## src/rtl/ddr3_ddl_cmd.sv

```systemverilog
// DDL command responder: registered DFI command pins, per-command timing stall, refresh tracking.
// Optional DDR3_REF_POSTPONE_EN: allow up to 8 postponed refreshes instead of a single pending flag.
module ddr3_ddl_cmd #(
    parameter int unsigned TRCD         = 2,
    parameter int unsigned TRP          = 2,
    parameter int unsigned TRFC         = 11,
    parameter int unsigned TMRD         = 4,
    parameter int unsigned TZQ          = 512,
    parameter int unsigned TCCD         = 4,
    parameter int unsigned TRDP         = 6,
    parameter int unsigned TWRP         = 13,
    parameter int unsigned TREFI        = 780,
    parameter int unsigned DDR_ROW_BITS = 13
) (
    input  logic                    clock,
    input  logic                    reset_n,
    input  logic                    ref_en_i,
    input  logic                    ddl_req_i,
    input  logic                    ddl_seq_i,
    output logic                    ddl_rdy_o,
    output logic                    ddl_ref_o,
    input  logic [2:0]              ddl_cmd_i,
    input  logic [2:0]              ddl_ba_i,
    input  logic [DDR_ROW_BITS-1:0] ddl_adr_i,
    output logic                    dfi_cs_n_o,
    output logic                    dfi_ras_n_o,
    output logic                    dfi_cas_n_o,
    output logic                    dfi_we_n_o,
    output logic [2:0]              dfi_ba_o,
    output logic [DDR_ROW_BITS-1:0] dfi_adr_o,
    output logic                    ddl_wr_o,
    output logic                    ddl_rd_o,
    output logic                    ref_err_o
);

    localparam logic [2:0] CmdMode = 3'b000;
    localparam logic [2:0] CmdRefr = 3'b001;
    localparam logic [2:0] CmdPrec = 3'b010;
    localparam logic [2:0] CmdActv = 3'b011;
    localparam logic [2:0] CmdWrit = 3'b100;
    localparam logic [2:0] CmdRead = 3'b101;
    localparam logic [2:0] CmdZqcl = 3'b110;
    localparam logic [2:0] CmdNoop = 3'b111;

    function automatic int unsigned max_u(input int unsigned a, input int unsigned b);
        return (a > b) ? a : b;
    endfunction

    localparam int unsigned MaxD = max_u(max_u(max_u(TRCD, TRP), max_u(TRFC, TMRD)),
                                         max_u(max_u(TZQ, TCCD), max_u(TRDP, TWRP)));
    localparam int unsigned TW   = $clog2(MaxD) + 1;
    localparam int unsigned RW   = (TREFI > 1) ? $clog2(TREFI) : 1;

`ifdef DDR3_REF_POSTPONE_EN
    localparam int unsigned PW   = 4;
    localparam int unsigned PMax = 8;
`else
    localparam int unsigned PW   = 1;
    localparam int unsigned PMax = 1;
`endif

    typedef enum logic [0:0] {StReady, StWait} state_e;

    state_e                  state_q, state_d;
    logic [TW-1:0]           cnt_q, cnt_d;
    logic                    rdy_q, rdy_d;
    logic [TW-1:0]           delay;
    logic                    accept;

    logic                    cs_n_q, cs_n_d;
    logic [2:0]              pins_q, pins_d;
    logic [2:0]              ba_q, ba_d;
    logic [DDR_ROW_BITS-1:0] adr_q, adr_d;
    logic                    wr_q, wr_d;
    logic                    rd_q, rd_d;

    logic [RW-1:0]           ref_cnt_q, ref_cnt_d;
    logic                    wrap_q, wrap_d;
    logic [PW-1:0]           pend_q, pend_d;
    logic                    ref_q, ref_d;
    logic                    err_q, err_d;
    logic                    refr_acc;

    assign accept   = ddl_req_i && rdy_q;
    assign refr_acc = accept && (ddl_cmd_i == CmdRefr);

    always_comb begin
        delay = TW'(1);
        case (ddl_cmd_i)
            CmdMode: delay = TW'(TMRD);
            CmdRefr: delay = TW'(TRFC);
            CmdPrec: delay = TW'(TRP);
            CmdActv: delay = TW'(TRCD);
            CmdWrit: delay = ddl_seq_i ? TW'(TCCD) : TW'(TWRP);
            CmdRead: delay = ddl_seq_i ? TW'(TCCD) : TW'(TRDP);
            CmdZqcl: delay = TW'(TZQ);
            default: delay = TW'(1);
        endcase
    end

    // Stall FSM: state register
    always_ff @(posedge clock) begin
        if (!reset_n) begin
            state_q <= StReady;
            cnt_q   <= '0;
            rdy_q   <= 1'b0;
        end else begin
            state_q <= state_d;
            cnt_q   <= cnt_d;
            rdy_q   <= rdy_d;
        end
    end

    always_comb begin
        state_d = state_q;
        cnt_d   = cnt_q;
        unique case (state_q)
            StReady: begin
                if (accept && (delay > TW'(1))) begin
                    state_d = StWait;
                    cnt_d   = delay - TW'(1);
                end
            end
            StWait: begin
                cnt_d = cnt_q - TW'(1);
                if (cnt_q <= TW'(1)) begin
                    state_d = StReady;
                end
            end
            default: state_d = StReady;
        endcase
    end

    // Ready is registered from the next state so it never sees a combinational input path.
    always_comb begin
        rdy_d = (state_d == StReady);
    end

    always_comb begin
        cs_n_d = 1'b0;
        pins_d = accept ? ddl_cmd_i : CmdNoop;
        ba_d   = accept ? ddl_ba_i : ba_q;
        adr_d  = accept ? ddl_adr_i : adr_q;
        wr_d   = accept && (ddl_cmd_i == CmdWrit);
        rd_d   = accept && (ddl_cmd_i == CmdRead);
    end

    always_ff @(posedge clock) begin
        if (!reset_n) begin
            cs_n_q <= 1'b1;
            pins_q <= CmdNoop;
            ba_q   <= '0;
            adr_q  <= '0;
            wr_q   <= 1'b0;
            rd_q   <= 1'b0;
        end else begin
            cs_n_q <= cs_n_d;
            pins_q <= pins_d;
            ba_q   <= ba_d;
            adr_q  <= adr_d;
            wr_q   <= wr_d;
            rd_q   <= rd_d;
        end
    end

    // Wrap is registered; the pending count applies it one cycle after the interval rolls over.
    always_comb begin
        wrap_d = ref_en_i && (ref_cnt_q == RW'(TREFI - 1));
        if (!ref_en_i || wrap_d) begin
            ref_cnt_d = '0;
        end else begin
            ref_cnt_d = ref_cnt_q + RW'(1);
        end

        pend_d = pend_q;
        err_d  = err_q;
        if (wrap_q && !refr_acc) begin
            if (pend_q == PW'(PMax)) begin
                err_d = 1'b1;
            end else begin
                pend_d = pend_q + PW'(1);
            end
        end else if (refr_acc && !wrap_q && (pend_q != '0)) begin
            pend_d = pend_q - PW'(1);
        end
        ref_d = (pend_d != '0);
    end

    always_ff @(posedge clock) begin
        if (!reset_n) begin
            ref_cnt_q <= '0;
            wrap_q    <= 1'b0;
            pend_q    <= '0;
            ref_q     <= 1'b0;
            err_q     <= 1'b0;
        end else begin
            ref_cnt_q <= ref_cnt_d;
            wrap_q    <= wrap_d;
            pend_q    <= pend_d;
            ref_q     <= ref_d;
            err_q     <= err_d;
        end
    end

    assign ddl_rdy_o   = rdy_q;
    assign ddl_ref_o   = ref_q;
    assign ref_err_o   = err_q;
    assign dfi_cs_n_o  = cs_n_q;
    assign dfi_ras_n_o = pins_q[2];
    assign dfi_cas_n_o = pins_q[1];
    assign dfi_we_n_o  = pins_q[0];
    assign dfi_ba_o    = ba_q;
    assign dfi_adr_o   = adr_q;
    assign ddl_wr_o    = wr_q;
    assign ddl_rd_o    = rd_q;

endmodule

```

## config.mk

```make
export PLATFORM = sky130hd
export DESIGN_NAME = ddr3_ddl_cmd
export DESIGN_NICKNAME = d
export VERILOG_FILES = /design/src/rtl/ddr3_ddl_cmd.sv
export SDC_FILE = /design/constraint.sdc
export NUM_CORES = 1
export LEC_CHECK = 0
export ABC_CLOCK_PERIOD_IN_PS = 8700
export CORE_MARGIN = 3
export CORE_UTILIZATION = 52
export DETAILED_ROUTE_END_ITERATION = 8
export PLACE_DENSITY = 0.84
export SLEW_MARGIN = 20
export SYNTH_ARGS = -nofsm -noshare
export SYNTH_HDL_FRONTEND = slang
export SYNTH_SLANG_ARGS = --single-unit
export TNS_END_PERCENT = 20
```

## constraint.sdc

```tcl
create_clock -name clock -period 8.7 [get_ports clock]
set_input_delay 1.74 -clock clock [delete_from_list [all_inputs] [get_ports clock]]
set_output_delay 1.74 -clock clock [all_outputs]
set_load 0.05 [all_outputs]
```

==> results of run 1 <==
==> worst register-to-register path, cell delays in order (launching register included) <==
cell and delay [ps]:
dfxtp_1 680, nor3b_1 530, nand2_1 130, and3_1 190, o31a_1 260
==> state kept, by name, indices dropped and copies added, names as in the netlist <==
signal	cells
wrap_q	1
state_q	1
ref_cnt_q	10
ddl_wr_o	1
dfi_adr_o	13
dfi_ba_o	3
cnt_q	10
ddl_ref_o	1
ddl_rdy_o	1
ref_err_o	1
dfi_cs_n_o	1
ddl_rd_o	1
pins_q	3
==> placed cells by master (no fill, tap or decap), drive strengths merged, types with 2 or more instances in the layout <==
| cell type | count |
|---|---|
| a21oi | 24 |
| a221oi | 2 |
| a31oi | 4 |
| and2 | 2 |
| clkbuf | 6 |
| clkdlybuf4s50 | 48 |
| dfxtp | 47 |
| ha | 5 |
| inv | 7 |
| nand2 | 45 |
| nand2b | 5 |
| nand3 | 9 |
| nand4 | 3 |
| nor2 | 21 |
| nor3 | 4 |
| nor3b | 3 |
| nor4 | 3 |
| nor4b | 2 |
| o21ai | 4 |
| o22a | 2 |
| o311ai | 2 |
| or3 | 4 |
| xnor2 | 6 |
| xor2 | 3 |
==> Yosys cell counts <==
| library cell | instances |
|---|---|
| or4_4 | 1 |
| a221oi_1 | 2 |
| nand4b_1 | 1 |
| o2111ai_1 | 1 |
| nand3_1 | 8 |
| o211a_1 | 1 |
| a211o_4 | 1 |
| and2_1 | 2 |
| nor3b_1 | 3 |
| a31oi_1 | 4 |
| clkbuf_1 | 10 |
| mux2_2 | 1 |
| nor4b_1 | 2 |
| o31ai_1 | 1 |
| dfxtp_1 | 47 |
| a21o_1 | 1 |
| a211oi_1 | 1 |
| inv_1 | 7 |
| and3b_1 | 1 |
| o311ai_0 | 2 |
| and3_1 | 1 |
| nand4_1 | 3 |
| nor2_1 | 21 |
| a21oi_1 | 24 |
| nor4_1 | 3 |
| buf_1 | 1 |
| nand3_4 | 1 |
| nor3_1 | 4 |
| or3_1 | 4 |
| o31a_1 | 1 |
| nand2b_1 | 5 |
| xor2_1 | 3 |
| ha_1 | 5 |
| o22a_1 | 2 |
| o21ai_0 | 4 |
| nand2_1 | 45 |
| or3b_2 | 1 |
| or4b_1 | 1 |
| xnor2_1 | 6 |
| mux2i_1 | 1 |
==> power groups by stage <==
stage | combinational, W | sequential [W] | clock (W)
global placement | 0.0000909 | 0.000241 | 0
CTS | 0.0000926 | 0.000236 | 0.000155
floorplan | 0.0000452 | 0.000257 | 0
detailed placement | 0.0000917 | 0.000241 | 0
global route | 0.000102 | 0.000238 | 0.000165
finish | 0.0000925 | 0.000236 | 0.000152
==> worst min-delay path by stage <==
| stage | end |
|---|---|
| finish | dfi_adr_o[11] |
| global route | ref_cnt_q[0] |
| CTS | dfi_adr_o[11] |
| detailed placement | ref_cnt_q[0] |
| global placement | ref_cnt_q[0] |
| floorplan | ref_cnt_q[0] |
==> metal layers <==
layer / global-route usage / vias to the layer above / wire, microns
li1: - / 893 / -
met1: 0.264 / 800 / 1960
met2: 0.334 / 76 / 1960
met3: 0.0566 / 2 / 413
met4: 0.0456 / 0 / 19
met5: 0 / - / 0
==> layout make-up <==
class / instances / area [sq um]
Multi-Input combinational cell: 168 / 973
Inverter: 7 / 26.3
Tap cell: 46 / 57.6
Clock inverter: 1 / 30.0
Timing Repair Buffer: 48 / 480
Clock buffer: 6 / 72.6
Fill cell: 266 / 913
Sequential cell: 47 / 941
==> cell families after synthesis <==
| kind of cell | Yosys count | share of synthesized area |
|---|---|---|
| simple gates | 107 | 0.265 |
| flops | 47 | 0.475 |
| compound gates | 45 | 0.144 |
| buf+inv | 18 | 0.0341 |
| xor+xnor | 9 | 0.0398 |
| fa+ha+maj | 5 | 0.0316 |
| mux | 2 | 0.0107 |
==> per-stage QoR <==
step / instance area (sq um) / instances / worst slack (ps)
6_report: 2580 / 323 / 4230
5_1_grt: 2580 / 323 / 4110
4_1_cts: 2580 / 323 / 4230
3_5_place_dp: 2480 / 316 / 3960
3_3_place_gp: 2480 / 316 / 4090
2_1_floorplan: 1980 / 233 / 4770
==> metrics.yaml, run 1 <==
run_status:
  outcome: "completed"
sta:
  max_slew_margin: 0.398
  fin_skew_ps: 5.17
  tightest_slew_ps: 903
  fin_crit_sh: 0.514
  finalSetupViolations: 0
  fin_crit_ps: 4470
  fmax_mhz: 224
  hold_viol: 0
  slew_viol_final: 0
  hold_slack_ps: 456
  setup_tns_ps: 0
  rsz0062_at_grt: "no"
synth:
  yosysSeqAreaShare: 0.475
  syn_nets: 262
  netlist_top_cells_area: "dfxtp_1, nand2_1, a21oi_1"
  yosys.area.top_type: "dfxtp_1"
  ys_ff_latch: 47
  syn_area_sq_um: 1980
  avgSynthCellArea_sq_um: 8.51
  synth.distinct_cells: 40
  synth_top_area_share: 0.475
  synthesis.instances: 233
  yosys_warnings: 0
global_route:
  antenna_found_initial: 0
  grt_pass1_vias: 1579
  overflow: 0
  track_usage: 0.203
  grt_max_degree: 31
  grt_pass1_wl_microns: 7130
power_and_ir_drop:
  pwr-share-seq: 0.492
  power.switching_w: 0.000132
  p_leak_nw: 0.908
  total_power_w: 0.000481
  p_clk_frac: 0.316
  power_density_nw_per_um2: 186
  switching_share: 0.275
  peakVddDrop_v: 0.000113
  p_int_w: 0.000349
  p_comb_frac: 0.192
clock_network:
  ctsResizeCount: 0
  cts_tree: "done"
  clk_latency_ps: 290
  clock-root-buffer: "clkbuf_8"
  cts_sinks: 47
  h-tree-depth: 2
  ctsHoldBuffers: 0
  clk_pin_slew_worst_paths_ps: 80
  numCtsBuffers: 5
  cts_max_path_buffers: 2
  postCtsSetupBuffers: 0
critical_path:
  critical_path.startpoint_type: "input pin"
  arrival_ps: 4660
  required_ps: 8890
  r2r-end: "cnt_q[5]"
  cp_cell_sequence: "clkdlybuf4s50_1, or3b_2, a21oi_1, a31oi_1, ha_1, mux2_2, a211o_4, and3_1, o31a_1"
  critPathCapture: "cnt_q[5]"
  cp_num_buf_inv: 1
  critPathMaxStageDelay_ps: 630
  cpMaxStageDelayCell: "clkdlybuf4s50_1"
  crit_fanout: 9
  cp-end-kind: "flip-flop"
  crit_start: "ddl_cmd_i[2]"
  worstRegToRegCells: 4
  cp_top_family: "compound AO/OA/AOI/OAI gates"
  r2r_start: "state_q"
  reg2reg_slack_ps: 6810
  critPathKind: "in2reg"
  crit_cells: 9
layout:
  diodes: 0
  drive_gt1_frac: 0.0397
  syn2layout_area_growth_pct: 30.2
  nNetsFinal: 306
  fin_util: 0.739
die:
  dieWidth_microns: 67.7
  start_util: 0.567
  dieHeight_microns: 67.7
  row_count: 21
  coreArea_sq_um: 3490
  ios: 49
  dieArea_sq_um: 4590
route:
  vias: 1771
  vias_per_cell: 5.48
  routedWlPerCell_microns: 13.5
  drc_errors: 0
  drt_first_pass_iters: 5
  initialDrtViolationCount: 154
  routed_wl_microns: 4350
  antenna_left: 0
min_path:
  hold_class: "reg2reg"
  hold_path_depth: 2
  hp-start: "dfi_adr_o[11]"
flow_run:
  cap_violations: 0
placement:
  dp_hpwl_microns: 2910
  io_buffer_count: 48
  gp_congestion: 0.828
(Power assumes the default switching activity.)
==> run 2: changes to the inputs <==
- ABC_CLOCK_PERIOD_IN_PS: 8700 -> 3900
- CORE_UTILIZATION: 52 -> 44
- PLACE_DENSITY: 0.84 -> 0.75
- clock period: 8.7 -> 3.9 ns (I/O delays scaled with it)
==> metrics.yaml, run 2 (synthesized netlist as in run 1, its figures left out) <==
critical_path:
  cp-end-kind: "flip-flop"
  r2r-end: "cnt_q[5]"
  required_ps: 4100
  r2r_start: "state_q"
  worstRegToRegCells: 4
  reg2reg_slack_ps: 2000
  arrival_ps: 3490
  crit_fanout: 9
  critical_path.startpoint_type: "input pin"
  critPathKind: "in2reg"
power_and_ir_drop:
  switching_share: 0.279
  p_int_w: 0.000782
  power_density_nw_per_um2: 416
  power.switching_w: 0.000303
  p_leak_nw: 0.925
  p_clk_frac: 0.324
  p_comb_frac: 0.191
  pwr-share-seq: 0.485
  peakVddDrop_v: 0.000235
clock_network:
  ctsResizeCount: 0
  clk_latency_ps: 300
  clock-root-buffer: "clkbuf_8"
  ctsHoldBuffers: 0
  numCtsBuffers: 5
  cts_sinks: 47
  clk_pin_slew_worst_paths_ps: 80
  cts_tree: "done"
  h-tree-depth: 2
  postCtsSetupBuffers: 0
  cts_max_path_buffers: 2
die:
  start_util: 0.475
  row_count: 23
  dieHeight_microns: 73.1
  dieArea_sq_um: 5350
  coreArea_sq_um: 4170
  dieWidth_microns: 73.1
  ios: 49
sta:
  slew_viol_final: 0
  rsz0062_at_grt: "no"
  max_slew_margin: 0.394
  hold_slack_ps: 452
  fin_crit_sh: 0.846
  finalSetupViolations: 0
  fin_crit_ps: 3300
  setup_tns_ps: 0
  fin_skew_ps: 2.46
  tightest_slew_ps: 907
  hold_viol: 0
  fmax_mhz: 303
route:
  drt_first_pass_iters: 4
  antenna_left: 0
  drc_errors: 0
  initialDrtViolationCount: 106
  routedWlPerCell_microns: 12.7
  vias: 1730
  routed_wl_microns: 4190
  vias_per_cell: 5.24
placement:
  dp_hpwl_microns: 2890
  io_buffer_count: 48
  gp_congestion: 0.818
layout:
  drive_gt1_frac: 0.0536
  syn2layout_area_growth_pct: 31.8
  nNetsFinal: 308
  final_cell_mix: "clkdlybuf4s50_1, dfxtp_1, nand2_1"
  layout_commonest_cell: "clkdlybuf4s50_1"
  largest_reg_flops: 13
  diodes: 0
min_path:
  hold_path_end: "ref_cnt_q[0]"
  hold_class: "reg2reg"
  hold_path_depth: 1
  hp-start: "ref_cnt_q[0]"
global_route:
  grt_pass1_vias: 1579
  grt_pass1_wl_microns: 6980
  track_usage: 0.167
  antenna_found_initial: 0
  grt_max_degree: 31
  overflow: 0
flow_run:
  cap_violations: 0
run_status:
  outcome: "completed"
[run 2: power by group through the flow]
| stage | logic (W) | clock network [W] | registers (W) |
|---|---|---|---|
| 5_1_grt | 0.000227 | 0.000382 | 0.000531 |
| 4_1_cts | 0.000208 | 0.000363 | 0.000527 |
| 3_5_place_dp | 0.000207 | 0 | 0.000538 |
| 3_3_place_gp | 0.000206 | 0 | 0.000537 |
| 2_1_floorplan | 0.000101 | 0 | 0.000573 |
| 6_report | 0.000207 | 0.000352 | 0.000527 |
[run 2: worst max path at each step]
stage,startpoint,end,slack (ps),cells after the start
3_5_place_dp,ddl_cmd_i[2],cnt_q[5],310,9
5_1_grt,ddl_cmd_i[2],cnt_q[5],530,9
6_report,ddl_cmd_i[2],cnt_q[5],600,9
4_1_cts,ddl_cmd_i[2],cnt_q[5],620,9
3_3_place_gp,ddl_cmd_i[2],cnt_q[5],360,9
2_1_floorplan,ddl_cmd_i[0],cnt_q[5],930,8
[run 2: per-stage QoR]
step / instance area (sq um) / utilization / cells / total power (W) / setup WS, ps
6_report: 2610 / 0.626 / 330 / 0.00109 / 601
5_1_grt: 2610 / 0.626 / 330 / 0.00114 / 527
4_1_cts: 2610 / 0.626 / 330 / 0.00110 / 616
3_5_place_dp: 2500 / 0.599 / 322 / 0.000745 / 310
3_3_place_gp: 2500 / 0.599 / 322 / 0.000743 / 363
2_1_floorplan: 1980 / - / 233 / 0.000673 / 928
[run 2: critical path, cell delays in order]
cell,delay (ps)
clkdlybuf4s50_1,470
or3b_2,450
a21oi_1,300
a31oi_1,80
ha_1,280
mux2_2,300
a211o_4,380
and3_1,200
o31a_1,260
[run 2: area by class of cell]
type,count,area (sq um)
inverters,7,26.3
clock inverters,3,43.8
well taps,50,62.6
clock buffers,5,68.8
multi-input cells,168,973
repair buffers,50,495
fillers,384,1560
flip-flops and latches,47,941
[run 2: per-layer routing]
layer  GRT usage  wire, microns  up-vias
met5           0              0        -
met4      0.0594             65        0
met1       0.217           2010      780
met3      0.0482            292        8
met2       0.262           1810       45
li1            -              -      897
==> edit 1: new RTL, config.mk and constraints of run 1 <==
Change the parameter `TRP` from 2 to 4.
--- a/src/rtl/ddr3_ddl_cmd.sv
+++ b/src/rtl/ddr3_ddl_cmd.sv
@@ -2,7 +2,7 @@
 // Optional DDR3_REF_POSTPONE_EN: allow up to 8 postponed refreshes instead of a single pending flag.
 module ddr3_ddl_cmd #(
     parameter int unsigned TRCD         = 2,
-    parameter int unsigned TRP          = 2,
+    parameter int unsigned TRP          = 4,
     parameter int unsigned TRFC         = 11,
     parameter int unsigned TMRD         = 4,
     parameter int unsigned TZQ          = 512,
Check against the original RTL: not equivalent (Yosys sat finds a counterexample within 4 cycles, from zero or initial values and one cycle with reset_n low).
==> edit 1 against run 1 <==
Total power shrank 3.8%; final area fell by 0.44%; highest routed layer unchanged; worst setup slack improved by 0.98 ns; largest cell class unchanged; die area fell by 0.12%; count of clock-buffer cells in the layout is the same; utilization shrank 0.32 points; critical path depth fell by 3; wire length rose by 4.6%; synthesized area is 0.13% lower; hold slack is essentially flat; maximum frequency is 28% higher; sequential cell count unchanged; synthesized cell count is 3.4% higher; register-to-register slack worse by 0.11 ns.
==> edit 1: results (changes against run 1) <==
- Synth top cells by count: dfxtp_1, nand2_1, a21oi_1
- Worst IR Drop VDD: 0.128 mV (+14%)
- Min-Delay Endpoint: dfi_adr_o[4]
- Gr usage total: 21.4% (+1.1 points)
- Leakage: 0.000908 uW (about the same)
- Global Route met1 Usage: 26.3% (-0.14 points)
- CP top delay family: buffers and inverters
- Metal3 WL: 301 microns (-27%)
- First-pass GRT wire length: 7400 microns (+3.8%)
- Placed Area: 2470 sq um (-0.15%)
- Syn Inst Count: 241 (+3.4%)
- Share of cells above drive strength 1: 4.24% (+0.27 points)
- DRT Pass-1 Iters: 4 (-1)
- Vias in the first global route: 1,667 (+5.6%)
- Met2 Track Usage GR: 35.0% (+1.6 points)
- Synth cell types: 37 (-7.5%)
- Vias/cell: 5.53 (+0.84%)
- Routed len/inst: 13.8 microns (+2.6%)
- Area contributors post-synth: dfxtp_1, nand2_1, a21oi_1
- Grt met3 use: 6.66% (+1.0 points)
- Nets: 312 (+2.0%)
- Sequential-to-total area share from yosys stat: 47.5% (+0.060 points)
- Slowest Stage Delay on Critical Path: 0.75 ns (+0.12 ns)
- Run status: completed
- Sw Pwr: 135 uW (+2.5%)
-- edit 1: cell families after synthesis --
logic type / share of synthesized area (%)
compound gates: 14.8
flops: 47.5
buf+inv: 4.42
xor+xnor: 4.43
simple gates: 25.7
fa+ha+maj: 3.16
-- edit 1: layout make-up --
cell class              count  area share (%)
multi-input cells         171            37.3
repair buffers             50            19.3
clock inverters             1           0.195
inverters                   8            1.17
clock buffers               6            3.21
flip-flops and latches     47            36.6
well taps                  46            2.24
-- edit 1: worst max-delay path by stage --
stage	start	endpoint	slack, ns	depth (start not counted)
3_3_place_gp	reset_n	cnt_q[5]	5.03	6
5_1_grt	ddl_cmd_i[0]	cnt_q[2]	5.08	7
4_1_cts	reset_n	cnt_q[5]	5.23	6
2_1_floorplan	ddl_cmd_i[0]	cnt_q[2]	5.67	9
3_5_place_dp	reset_n	cnt_q[5]	4.93	6
6_report	reset_n	cnt_q[5]	5.21	6
==> edit 2: new RTL, flow settings as in run 1 <==
Without the edit above. Put one more register stage on the output `ref_err_o`. The value now appears one clock later. The other outputs are not delayed to match.
--- a/src/rtl/ddr3_ddl_cmd.sv
+++ b/src/rtl/ddr3_ddl_cmd.sv
@@ -204,7 +204,9 @@
 
     assign ddl_rdy_o   = rdy_q;
     assign ddl_ref_o   = ref_q;
-    assign ref_err_o   = err_q;
+    always_ff @(posedge clock) begin
+        ref_err_o <= err_q;
+    end
     assign dfi_cs_n_o  = cs_n_q;
     assign dfi_ras_n_o = pins_q[2];
     assign dfi_cas_n_o = pins_q[1];
Formal check against the unedited RTL: same outputs for any inputs over 10 cycles, from zero or initial values and one cycle with reset_n low; that may be too few to reach the edited logic, so the function may still have changed.
==> edit 2 against run 1 <==
Via count rose by 1.4%; final area increased by 0.44%; first-iteration DRC count down 51%; synthesized area up 1.0%; worst setup slack better by 0.083 ns; largest power group unchanged; wire length rose by 0.11%; sequential cell count up 1; total power fell by 2.4%; utilization decreased by 0.23 points; critical path type unchanged; largest cell class unchanged.
==> edit 2: results (changes against run 1) <==
- Root Buffer: clkbuf_8
- GP Congestion: 0.872 (+5.3%)
- Synth cell types: 40 (unchanged)
- Sw Pwr: 135 uW (+2.5%)
- Hold crit path type: register to register
- H-tree depth: 2 (unchanged)
- Setup TNS: 0 ns (unchanged)
- Routed len/inst: 13.4 microns (-0.50%)
- Leakage: 0.000909 uW (+0.14%)
- Worst-margin pin slew: 0.926 ns (+0.0231 ns)
- Area contributors post-synth: dfxtp_1, nand2_1, a21oi_1
- Origin of the critical flop-to-flop path: state_q
- Hold path start: err_q
- Crit Path Max Fanout: 9 (unchanged)
- Worst IR Drop VDD: 0.106 mV (-5.7%)
- CTS max path bufs: 2 (unchanged)
- Async set-reset flop share out of synthesis: 0% (unchanged)
- First-pass GRT wire length: 6920 microns (-3.0%)
- Inserted Diodes: 0 (unchanged)
- Worst-Skew Late Latency: 0.29 ns (about the same)
- Post-synth top flop: dfxtp_1
- Yosys Warn Count: 0 (unchanged)
- Syn nets: 263 (+0.38%)
- Share of cells above drive strength 1: 4.30% (+0.33 points)
- Pre-CTS WS: 4.03 ns (+0.0708 ns)
- Synth top cells by count: dfxtp_1, nand2_1, a21oi_1
- IO buf count: 48 (unchanged)
- DRT Pass-1 Iters: 4 (-1)
- Vias in the first global route: 1,566 (-0.82%)
- Antenna violations before repair: 0 (unchanged)
- Post-CTS resize count: 0 (unchanged)
- Crit path launch: ddl_cmd_i[2]
- HPWL Detailed: 3090 microns (+6.3%)
- Num CTS Buffers: 5 (unchanged)
- Slowest Stage Delay on Critical Path: 0.60 ns (-0.03 ns)
- Vias/cell: 5.53 (+0.79%)
- Max Clock Skew: 0.00397 ns (-0.00121 ns)
- Slowest cell on crit path: clkdlybuf4s50_1
- Sequential-to-total area share from yosys stat: 48.0% (+0.53 points)
- Max reg flops: 13 (unchanged)
- Largest net degree at the start of global routing: 31 (unchanged)
- Run status: completed
- Postcts setup bufs: 0 (unchanged)
- Initial DRC count: 75 (-51%)
- Fillers: 256 (-3.8%)
- Gr usage total: 19.8% (-0.53 points)
- Clock-pin slew of the registers on the worst-case setup and hold paths: 0.08 ns (about the same)
- Nets: 307 (+0.33%)
- Worst Path Arrival: 4.58 ns (-0.08 ns)
edit 2: critical path, delay by kind of cell:
kind	cells	cell delay (ns)
mux	1	0.31
buf+inv	1	0.60
compound gates	4	1.00
simple gates	2	0.66
fa+ha+maj	1	0.27
edit 2: kinds of logic after synthesis:
group,share of synthesized area [%]
DFF,48.0
muxes,1.06
AOI/OAI and AO/OA,14.3
adders and majority gates,3.13
and+or+nand+nor,26.3
buffers and inverters,3.38
xor gates and xnor gates,3.94
edit 2: through the flow:
step / power, uW / cells / hold WS, ns / area, sq um
floorplan: 307 / 234 / 0.331 / 2000
global route: 490 / 325 / 0.371 / 2590
finish: 469 / 325 / 0.362 / 2590
global placement: 336 / 317 / 0.341 / 2500
CTS: 473 / 325 / 0.363 / 2590
detailed placement: 338 / 317 / 0.344 / 2500
edit 2: per-layer routing:
metal	vias to the layer above	wire length, microns	track usage [%]
met3	7	323	5.75
met4	0	52	5.96
met1	820	1950	23.3
met2	73	2030	34.7
met5	-	0	0
li1	896	-	-
edit 2: final timing paths:
| kind | to | slack, ns | cells after the start |
|---|---|---|---|
| max | cnt_q[5] | 4.31 | 9 |
| min | ref_err_o | 0.36 | 0 |
| max reg2reg | cnt_q[5] | 6.77 | 4 |
| min reg2reg | ref_err_o | 0.36 | 0 |
edit 2: power by group through the flow:
stage,clock (uW),sequential (uW),combinational [uW]
floorplan,0,261,45.2
global placement,0,245,90.7
detailed placement,0,246,92.4
CTS,139,241,92.7
global route,147,243,101
finish,135,241,92.6
edit 2: area by class of cell:
type                    count  area, sq um  share of cell area [%]
multi-input cells         168          973                    37.5
flip-flops and latches     48          961                    37.1
repair buffers             48          480                    18.5
clock buffers               7         86.3                    3.33
well taps                  46         57.6                    2.22
inverters                   7         26.3                    1.01
clock inverters             1         7.51                   0.290
